$ cat src/rtl/fx2_dac_stream.sv
// fx2_dac_stream
// Streams bytes from the FX2LP slave FIFO into a local sample FIFO. Each
// byte becomes one DAC sample (DAC_W=8), or each pair of bytes, low byte
// first, becomes one sample (DAC_W=16). Samples are sent to the DAC at a
// programmable divider rate. Nothing is sent until the FIFO has been primed
// to half full. When the FIFO runs empty the DAC either holds its last
// sample or returns to midscale, and a saturating underrun counter advances.
//
// Parameters
//   DIV_W  width of the rate divider input
//   DEPTH  sample FIFO depth (power of 2, >= 4)
//   DAC_W  DAC sample width (8 or 16)
//
// Ports
//   CLK, RESET_N     IFCLK clock, asynchronous active-low reset
//   ENABLE           stream enable; a low level flushes the stream
//   DIV              clocks per sample (0 and 1 both mean every clock)
//   UNDERRUN_MODE    0 = hold last sample on underrun, 1 = go to midscale
//   CLR_UNDERRUN     synchronous clear of UNDERRUN_CNT
//   FD_IN            FX2 FIFO data bus
//   FLAGN_EMPTY_N    FX2 empty flag, active low (1 = data available)
//   SLOEN, SLRDN     FX2 output enable and read strobe, both active low
//   DAC_DATA         DAC sample
//   DAC_STROBE       one-cycle pulse for each sample taken from the FIFO
//   UNDERRUN_CNT     saturating underrun count
//   FILL             FIFO occupancy in complete samples
module fx2_dac_stream #(
    parameter int DIV_W = 26,
    parameter int DEPTH = 16,
    parameter int DAC_W = 8
) (
    input  logic                       CLK,
    input  logic                       RESET_N,
    input  logic                       ENABLE,
    input  logic [DIV_W-1:0]           DIV,
    input  logic                       UNDERRUN_MODE,
    input  logic                       CLR_UNDERRUN,
    input  logic [7:0]                 FD_IN,
    input  logic                       FLAGN_EMPTY_N,
    output logic                       SLOEN,
    output logic                       SLRDN,
    output logic [DAC_W-1:0]           DAC_DATA,
    output logic                       DAC_STROBE,
    output logic [15:0]                UNDERRUN_CNT,
    output logic [$clog2(DEPTH):0]     FILL
);

    localparam int AW = $clog2(DEPTH);
    localparam logic [DAC_W-1:0] MIDSCALE  = {1'b1, {(DAC_W-1){1'b0}}};
    localparam logic [AW:0]      FULL_LVL  = (AW+1)'(DEPTH);
    localparam logic [AW:0]      PRIME_LVL = (AW+1)'(DEPTH / 2);

    logic [DAC_W-1:0] mem [DEPTH];
    logic [AW-1:0]    wr_ptr;
    logic [AW-1:0]    rd_ptr;
    logic [AW:0]      fill;
    logic [AW:0]      fill_next;
    logic             primed;
    logic [DIV_W-1:0] cnt;
    logic [DIV_W-1:0] div_m1;

    logic             rd;
    logic             push;
    logic [DAC_W-1:0] push_data;
    logic             tick;
    logic             pop;
    logic             underrun;

    assign rd    = ENABLE & ~SLOEN & FLAGN_EMPTY_N & (fill < FULL_LVL);
    assign SLRDN = ~rd;
    assign FILL  = fill;

    // Byte assembly. In 16-bit mode the first byte is parked as the low half
    // and only the second byte produces a push, so a half sample never shows
    // up in FILL.
    generate
        if (DAC_W == 16) begin : g_asm16
            logic [7:0] lo_byte;
            logic       have_lo;

            always_ff @(posedge CLK or negedge RESET_N) begin
                if (!RESET_N) begin
                    lo_byte <= '0;
                    have_lo <= 1'b0;
                end else if (!ENABLE) begin
                    lo_byte <= '0;
                    have_lo <= 1'b0;
                end else if (rd) begin
                    if (!have_lo) begin
                        lo_byte <= FD_IN;
                        have_lo <= 1'b1;
                    end else begin
                        have_lo <= 1'b0;
                    end
                end
            end

            assign push      = rd & have_lo;
            assign push_data = {FD_IN, lo_byte};
        end else begin : g_asm8
            assign push      = rd;
            assign push_data = FD_IN;
        end
    endgenerate

    // Terminal count of the divider; DIV of 0 or 1 collapses to a tick every
    // clock. Comparing with >= lets a shrinking DIV take effect at once.
    assign div_m1   = (DIV <= DIV_W'(1)) ? '0 : DIV - 1'b1;
    assign tick     = ENABLE & (cnt == '0);
    assign pop      = tick & primed & (fill != '0);
    assign underrun = tick & primed & (fill == '0);

    always_comb begin
        fill_next = fill;
        if (push && !pop) begin
            fill_next = fill + 1'b1;
        end else if (pop && !push) begin
            fill_next = fill - 1'b1;
        end
    end

    // Storage carries no reset; only slots behind wr_ptr are ever read.
    always_ff @(posedge CLK) begin
        if (push) begin
            mem[wr_ptr] <= push_data;
        end
    end

    always_ff @(posedge CLK or negedge RESET_N) begin
        if (!RESET_N) begin
            cnt <= '0;
        end else if (!ENABLE || cnt >= div_m1) begin
            cnt <= '0;
        end else begin
            cnt <= cnt + 1'b1;
        end
    end

    always_ff @(posedge CLK or negedge RESET_N) begin
        if (!RESET_N) begin
            SLOEN        <= 1'b1;
            DAC_DATA     <= MIDSCALE;
            DAC_STROBE   <= 1'b0;
            UNDERRUN_CNT <= '0;
            wr_ptr       <= '0;
            rd_ptr       <= '0;
            fill         <= '0;
            primed       <= 1'b0;
        end else begin
            SLOEN      <= ~ENABLE;
            DAC_STROBE <= 1'b0;

            // Clear wins over a coincident underrun.
            if (CLR_UNDERRUN) begin
                UNDERRUN_CNT <= '0;
            end else if (underrun && UNDERRUN_CNT != 16'hFFFF) begin
                UNDERRUN_CNT <= UNDERRUN_CNT + 1'b1;
            end

            if (!ENABLE) begin
                wr_ptr   <= '0;
                rd_ptr   <= '0;
                fill     <= '0;
                primed   <= 1'b0;
                DAC_DATA <= MIDSCALE;
            end else begin
                if (push) begin
                    wr_ptr <= wr_ptr + 1'b1;
                end
                if (pop) begin
                    DAC_DATA   <= mem[rd_ptr];
                    DAC_STROBE <= 1'b1;
                    rd_ptr     <= rd_ptr + 1'b1;
                end else if (underrun && UNDERRUN_MODE) begin
                    DAC_DATA <= MIDSCALE;
                end
                fill   <= fill_next;
                primed <= primed | (fill_next >= PRIME_LVL);
            end
        end
    end

endmodule

$ cat config.mk
export PLATFORM = sky130hd
export DESIGN_NAME = fx2_dac_stream
export DESIGN_NICKNAME = d
export VERILOG_FILES = /design/src/rtl/fx2_dac_stream.sv
export SDC_FILE = /design/constraint.sdc
export NUM_CORES = 1
export LEC_CHECK = 0
export CAP_MARGIN = 20
export CORE_ASPECT_RATIO = 1.2
export CORE_MARGIN = 2
export CORE_UTILIZATION = 55
export DETAILED_ROUTE_END_ITERATION = 16
export PLACE_DENSITY = 0.82
export SETUP_SLACK_MARGIN = 0.1
export SYNTH_ARGS = -nofsm -noshare
export SYNTH_HDL_FRONTEND = slang
export SYNTH_SLANG_ARGS = --single-unit
$ cat constraint.sdc
create_clock -name CLK -period 2.8 [get_ports CLK]
set_input_delay 0.42 -clock CLK [delete_from_list [all_inputs] [get_ports CLK]]
set_output_delay 0.42 -clock CLK [all_outputs]
set_load 0.02 [all_outputs]
==> impl_metrics.json, run 1 <==
{
  "peakVddDrop_mv": 0.473,
  "fin_util": 0.718,
  "failed_checks": "negative setup slack",
  "slew_violations": 0,
  "synth_edf_count": 128,
  "hold_slack_ns": 0.174,
  "finClkSkew_ns": 0.00986,
  "maxCapViolCount": 0,
  "leakage_uw": 0.00457,
  "syn-num-nets": 816,
  "grt_use_total": 0.266,
  "clk_pin_slew_worst_paths_ns": 0.07,
  "cts.path.max_buffers": 2,
  "drt_first_pass_iters": 5,
  "finalCritPeriodShare": 1.16,
  "wire_per_inst_um": 21.9,
  "slowest_stage": "or4_4",
  "drt_iter0_drc": 572,
  "cp_data_required_time_ns": 3.12,
  "hpwl_um": 16300,
  "layout-drive-gt1-share": 0.278,
  "holdBufCountCts": 0,
  "cellPowerDensity_nw_per_um2": 485,
  "yosysSeqAreaShare": 0.570,
  "antenna_found_initial": 0,
  "syn_avg_cell_area_um2": 13.1,
  "numPortBuffers": 71,
  "gp_congestion": 0.866,
  "initial_core_util": 0.555,
  "hold_viol": 0,
  "tightest_slew_ns": 0.859,
  "cts_sinks": 194,
  "cts_max_level": 4,
  "regToRegSetupSlack_ns": 0.28,
  "cts_root_buf": "clkbuf_16",
  "viasPerCell": 6.32,
  "netlist_area_um2": 9650,
  "synthFlopType": "edfxtp_1",
  "finalNetCount": 970,
  "num_rows": 53,
  "synthCells": 738,
  "grt_max_degree": 67,
  "fin_ws_ns": -0.436,
  "arrival_ns": 3.55,
  "end_kind": "register",
  "total_power_uw": 6050,
  "min_period_ns": 3.24,
  "worstSetupPathType": "input pin to register",
  "yosysWarnings": 0,
  "rsz0062_at_grt": "true",
  "worst_setup_path_start_kind": "input pin",
  "grt_pass1_vias": 7387,
  "ios": 72,
  "path_cells": "buf_6 > or4_4 > nor4_4 > buf_4 > buf_6 > buf_4 > nand4_1 > xnor2_1 > nand2_1 > ha_1 > nand4_1 > nor4_2 > nand2_1 > a31oi_4 > bufbuf_16 > nor4_1",
  "tns_ns": -10.08,
  "grt_pass1_wl_um": 38700,
  "async_flop_share": 0.340,
  "wirelength_um": 24600,
  "overflow": 0,
  "die_area_um2": 18600,
  "drc": 0,
  "cts_tree": "yes",
  "diodes": 0,
  "hp-class": "input pin to async pin",
  "relSlewSlack": 0.427,
  "die_h_um": 149,
  "synthToLayoutAreaGrowth_pct": 29.4,
  "outcome": "complete, but fails checks",
  "setup_violations": 26,
  "cpPeakStageDelay_ns": 0.55,
  "antenna_left": 0,
  "crit_fanout": 6,
  "fmax_ghz": 0.309,
  "numCtsBuffers": 17,
  "clk-insertion-delay-late_ns": 0.44,
  "synth-seq-cells": 194,
  "die_w_um": 125,
  "vias": 7115,
  "core_um2": 17400,
  "nFillCells": 1054,
  "ys_types": 58
}
## where the power goes
group	leakage (uW)	internal, uW	switching [uW]
clock network	0.000299	1360	1140
logic	0.00221	194	261
registers	0.00206	3080	17.2
## critical path, delay by kind of cell
kind	cells	cell delay (ns)
xor+xnor	1	0.19
buf+inv	5	0.77
compound gates	1	0.31
simple gates	8	1.56
fa+ha+maj	1	0.29
## stage by stage
step | cells | instance area (um2) | worst slack (ns)
finish | 1125 | 12500 | -0.436
global route | 1125 | 12500 | -0.621
CTS | 1118 | 12200 | -0.229
detailed placement | 1076 | 11200 | -0.917
global placement | 1076 | 11200 | -0.814
floorplan | 738 | 9790 | -0.407
## state kept, by name, summed over array words and instances, names as in the netlist
signal / cells
rd_ptr: 4
wr_ptr: 4
FILL: 5
SLOEN: 1
UNDERRUN_CNT: 16
mem: 128
primed: 1
DAC_STROBE: 1
DAC_DATA: 8
cnt: 26
## routing by layer
metal	part of all wire	wire, um	track usage
met1	0.36	8970	0.315
met2	0.55	13500	0.483
met3	0.047	1160	0.0427
met4	0.039	971	0.118
met5	0	0	0
## cell usage in the layout (no fill, tap or decap), types with 6 or more instances in the layout
cell / count
and3_1: 12
o21ai_0: 10
a22o_1: 7
nand3_1: 25
dlygate4sd2_1: 6
mux4_2: 40
nor4_1: 21
xnor2_1: 26
a21oi_1: 28
clkbuf_16: 18
nor3_1: 17
inv_1: 20
buf_6: 7
o31ai_1: 15
edfxtp_1: 128
buf_12: 7
nor4_4: 9
ha_1: 33
nand4_1: 15
or4_1: 15
buf_4: 84
nand2_1: 50
nor4_2: 11
nor2_1: 31
nor3_2: 6
nand2_2: 6
dfrtp_1: 63
xor2_1: 18
clkdlybuf4s50_1: 56
## area by class of cell
| class | count | area (um2) | share of cell area |
|---|---|---|---|
| sequential | 194 | 5500 | 0.441 |
| multi-input combinational | 485 | 4350 | 0.349 |
| timing repair buffer | 171 | 1640 | 0.131 |
| clock buffer | 18 | 429 | 0.0344 |
| tap | 220 | 275 | 0.0221 |
| clock inverter | 14 | 199 | 0.0159 |
| inverter | 23 | 86.3 | 0.00692 |
## path summary, 6_finish.rpt
kind	startpoint	to	cells after the start
worst max-delay path	DIV[5]	cnt[9]	16
worst min-delay path	RESET_N	UNDERRUN_CNT[11]	2
worst max register to register	FILL[1]	UNDERRUN_CNT[11]	6
worst min register to register	DAC_DATA[0]	DAC_DATA[0]	1
max in group asynchronous	RESET_N	rd_ptr[0]	2
min in group CLK	DAC_DATA[0]	DAC_DATA[0]	1
## cell usage after synthesis, drive strengths merged, types with 3 or more instances
master | instances | area share
edfxtp | 128 | 0.40
dfrtp | 64 | 0.17
nand2 | 57 | 0.022
nor4 | 41 | 0.029
mux4 | 40 | 0.093
ha | 38 | 0.049
nor2 | 32 | 0.012
a21oi | 30 | 0.016
xnor2 | 28 | 0.025
nand3 | 27 | 0.014
nor3 | 27 | 0.015
clkbuf | 22 | 0.0086
inv | 22 | 0.0086
or4 | 19 | 0.015
xor2 | 18 | 0.016
nand4 | 16 | 0.011
o21ai | 16 | 0.0083
o31ai | 15 | 0.012
buf | 14 | 0.0075
and3 | 12 | 0.0078
a22o | 7 | 0.0064
and4 | 5 | 0.0045
o21a | 5 | 0.0039
o221ai | 5 | 0.0045
o31a | 5 | 0.0045
a31oi | 4 | 0.0026
nand4b | 4 | 0.0036
or3 | 4 | 0.0026
a21o | 3 | 0.0023
and2 | 3 | 0.0019
nor2b | 3 | 0.0019
## cells by family after synthesis
family	Yosys count	synth area share
buf+inv	59	0.0250
simple gates	260	0.151
xor+xnor	46	0.0418
flops	194	0.570
compound gates	100	0.0687
fa+ha+maj	39	0.0503
mux	40	0.0934
## repair_timing
action                                  in CTS  in global routing
setup buffers                                6                  6
gates resized for setup                     74                 37
hold endpoints to repair                     0                  0
endpoints found under the setup margin      26                 39
pin swaps                                   25                 25
gates cloned                                 5                  1
(Power assumes the default switching activity.)
==> inputs of run 2 (changes only) <==
--- a/config.mk
+++ b/config.mk
@@ -6,7 +6,6 @@
 export NUM_CORES = 1
 export LEC_CHECK = 0
 export CAP_MARGIN = 20
-export CORE_ASPECT_RATIO = 1.2
 export CORE_MARGIN = 2
 export CORE_UTILIZATION = 55
 export DETAILED_ROUTE_END_ITERATION = 16
==> run 2 against run 1 <==
The flow still finishes with violations (negative setup slack). Power down 1.5%. Worst setup slack worse by 0.27 ns. Sequential power barely moved. Register-to-register slack got worse by 0.30 ns. Global-route usage rose by 4.2 points. Largest power group unchanged.
==> impl_metrics.json, run 2 (synthesis results as in run 1) <==
{
  "worstSetupPathType": "input pin to register",
  "failed_checks": "negative setup slack",
  "numPortBuffers": 71,
  "leakage_uw": 0.00459,
  "gp_congestion": 0.895,
  "finClkSkew_ns": 0.0118,
  "end_kind": "register",
  "layout.cells.non_filler": 1148,
  "grt_max_degree": 36,
  "clk_pin_slew_worst_paths_ns": 0.08,
  "final_cell_mix": "128 x edfxtp_1, 93 x buf_4, 63 x dfrtp_1, 57 x clkdlybuf4s50_1, 52 x nand2_1",
  "hpwl_um": 17000,
  "path_cells": "buf_6 > or4_4 > nor4_4 > buf_6 > buf_4 > nand2_2 > xnor2_1 > nand2_1 > ha_4 > nand4_1 > nor4_1 > nand2_1 > a31oi_4 > buf_6 > clkbuf_16 > nor4_4",
  "layout-drive-gt1-share": 0.290,
  "grt_pass1_vias": 7660,
  "initial_core_util": 0.560,
  "finalNetCount": 986,
  "placed_cells": 1082,
  "setup_violations": 27,
  "grt_pass1_wl_um": 42500,
  "grt_use_total": 0.309,
  "slowest_stage": "or4_4",
  "ios": 72,
  "hold_viol": 0,
  "viasPerCell": 7.01,
  "arrival_ns": 3.81,
  "worst_setup_path_start_kind": "input pin",
  "outcome": "complete, but fails checks",
  "largest-register": "mem",
  "drt_iter0_drc": 1159,
  "finalCritPeriodShare": 1.25,
  "tightest_slew_ns": 0.923,
  "min_period_ns": 3.51,
  "drt_first_pass_iters": 7,
  "num_rows": 48,
  "total_power_uw": 5960,
  "wirelength_um": 31300,
  "vias": 8048,
  "peakVddDrop_mv": 0.505,
  "holdBufCountCts": 0,
  "fin_ws_ns": -0.708,
  "slew_violations": 0,
  "cpMostUsedCell": "buf_6",
  "regToRegSetupSlack_ns": -0.02,
  "nFillCells": 907,
  "largest_reg_flops": 128,
  "die_area_um2": 18600,
  "cpPeakStageDelay_ns": 0.56,
  "clk-insertion-delay-late_ns": 0.44,
  "rsz0062_at_grt": "true",
  "numCtsBuffers": 17,
  "crit_fanout": 6,
  "relSlewSlack": 0.379,
  "drc": 0,
  "synthToLayoutAreaGrowth_pct": 30.7,
  "wire_per_inst_um": 27.3,
  "fmax_ghz": 0.285,
  "cts_max_level": 4,
  "antenna_left": 0,
  "largestRegisters": "mem x128, cnt x26, UNDERRUN_CNT x16",
  "core_um2": 17200,
  "final_common_cell": "edfxtp_1",
  "cts_tree": "yes",
  "die_w_um": 136,
  "overflow": 0,
  "cts_root_buf": "clkbuf_16",
  "cellPowerDensity_nw_per_um2": 473,
  "hp-class": "input pin to async pin",
  "cts_sinks": 194,
  "die_h_um": 136,
  "cp_data_required_time_ns": 3.11,
  "tns_ns": -16.93,
  "antenna_found_initial": 2,
  "cts.path.max_buffers": 2,
  "maxCapViolCount": 0
}
run 2: metrics by stage:
| step | area [um2] | util | worst slack, ns | hold slack (ns) |
|---|---|---|---|---|
| final | 12600 | 0.732 | -0.708 | 0.0656 |
| after global routing | 12600 | 0.731 | -0.794 | 0.118 |
| after CTS | 12300 | 0.714 | -0.266 | 0.0734 |
| after detailed placement | 11300 | 0.655 | -1.07 | 0.487 |
| after global placement | 11300 | 0.655 | -0.841 | 0.474 |
| after floorplan | 9790 | - | -0.407 | 0.124 |
run 2: layer usage:
metal  part of all wire  GRT usage  vias to the layer above
met4              0.062      0.146                        0
met5                  0          0                        -
met1               0.34      0.392                     3865
li1                   -          -                     3238
met2               0.49      0.503                      736
met3               0.11     0.0746                      209
run 2: power by group:
| part | internal, uW | total [uW] | leakage, uW | switching, uW |
|---|---|---|---|---|
| Sequential | 3080 | 3100 | 0.00206 | 22.8 |
| Combinational | 205 | 499 | 0.00227 | 294 |
| Clock | 1240 | 2360 | 0.000266 | 1120 |
run 2: layout make-up:
class,instances,area [um2],area share
clock inverters,14,129,0.0102
flip-flops and latches,194,5500,0.436
diodes,2,5.00,0.000397
inverters,23,86.3,0.00685
clock buffers,18,429,0.0340
repair buffers,187,1800,0.143
well taps,225,282,0.0223
multi-input cells,485,4380,0.347
run 2: path summary, 6_finish.rpt:
kind / cells after the start / to / from
setup reg to reg: 6 / UNDERRUN_CNT[6] / cnt[4]
hold / removal: 1 / FILL[0] / RESET_N
min in group CLK: 1 / primed / primed
hold reg to reg: 1 / primed / primed
setup / recovery: 16 / cnt[17] / DIV[7]
max in group asynchronous: 2 / wr_ptr[0] / RESET_N
run 2: critical path: cells and delay by family:
family,cells,cell delay [ns]
compound gates,1,0.26
fa+ha+maj,1,0.32
xor+xnor,1,0.25
buf+inv,5,0.72
simple gates,8,1.85
run 2: what timing repair did:
item	4_1_cts	5_1_grt
cloned	5	2
endpoints found under the setup margin	27	39
buffers inserted	17	8
gates resized for setup	72	39
pin swaps	29	13
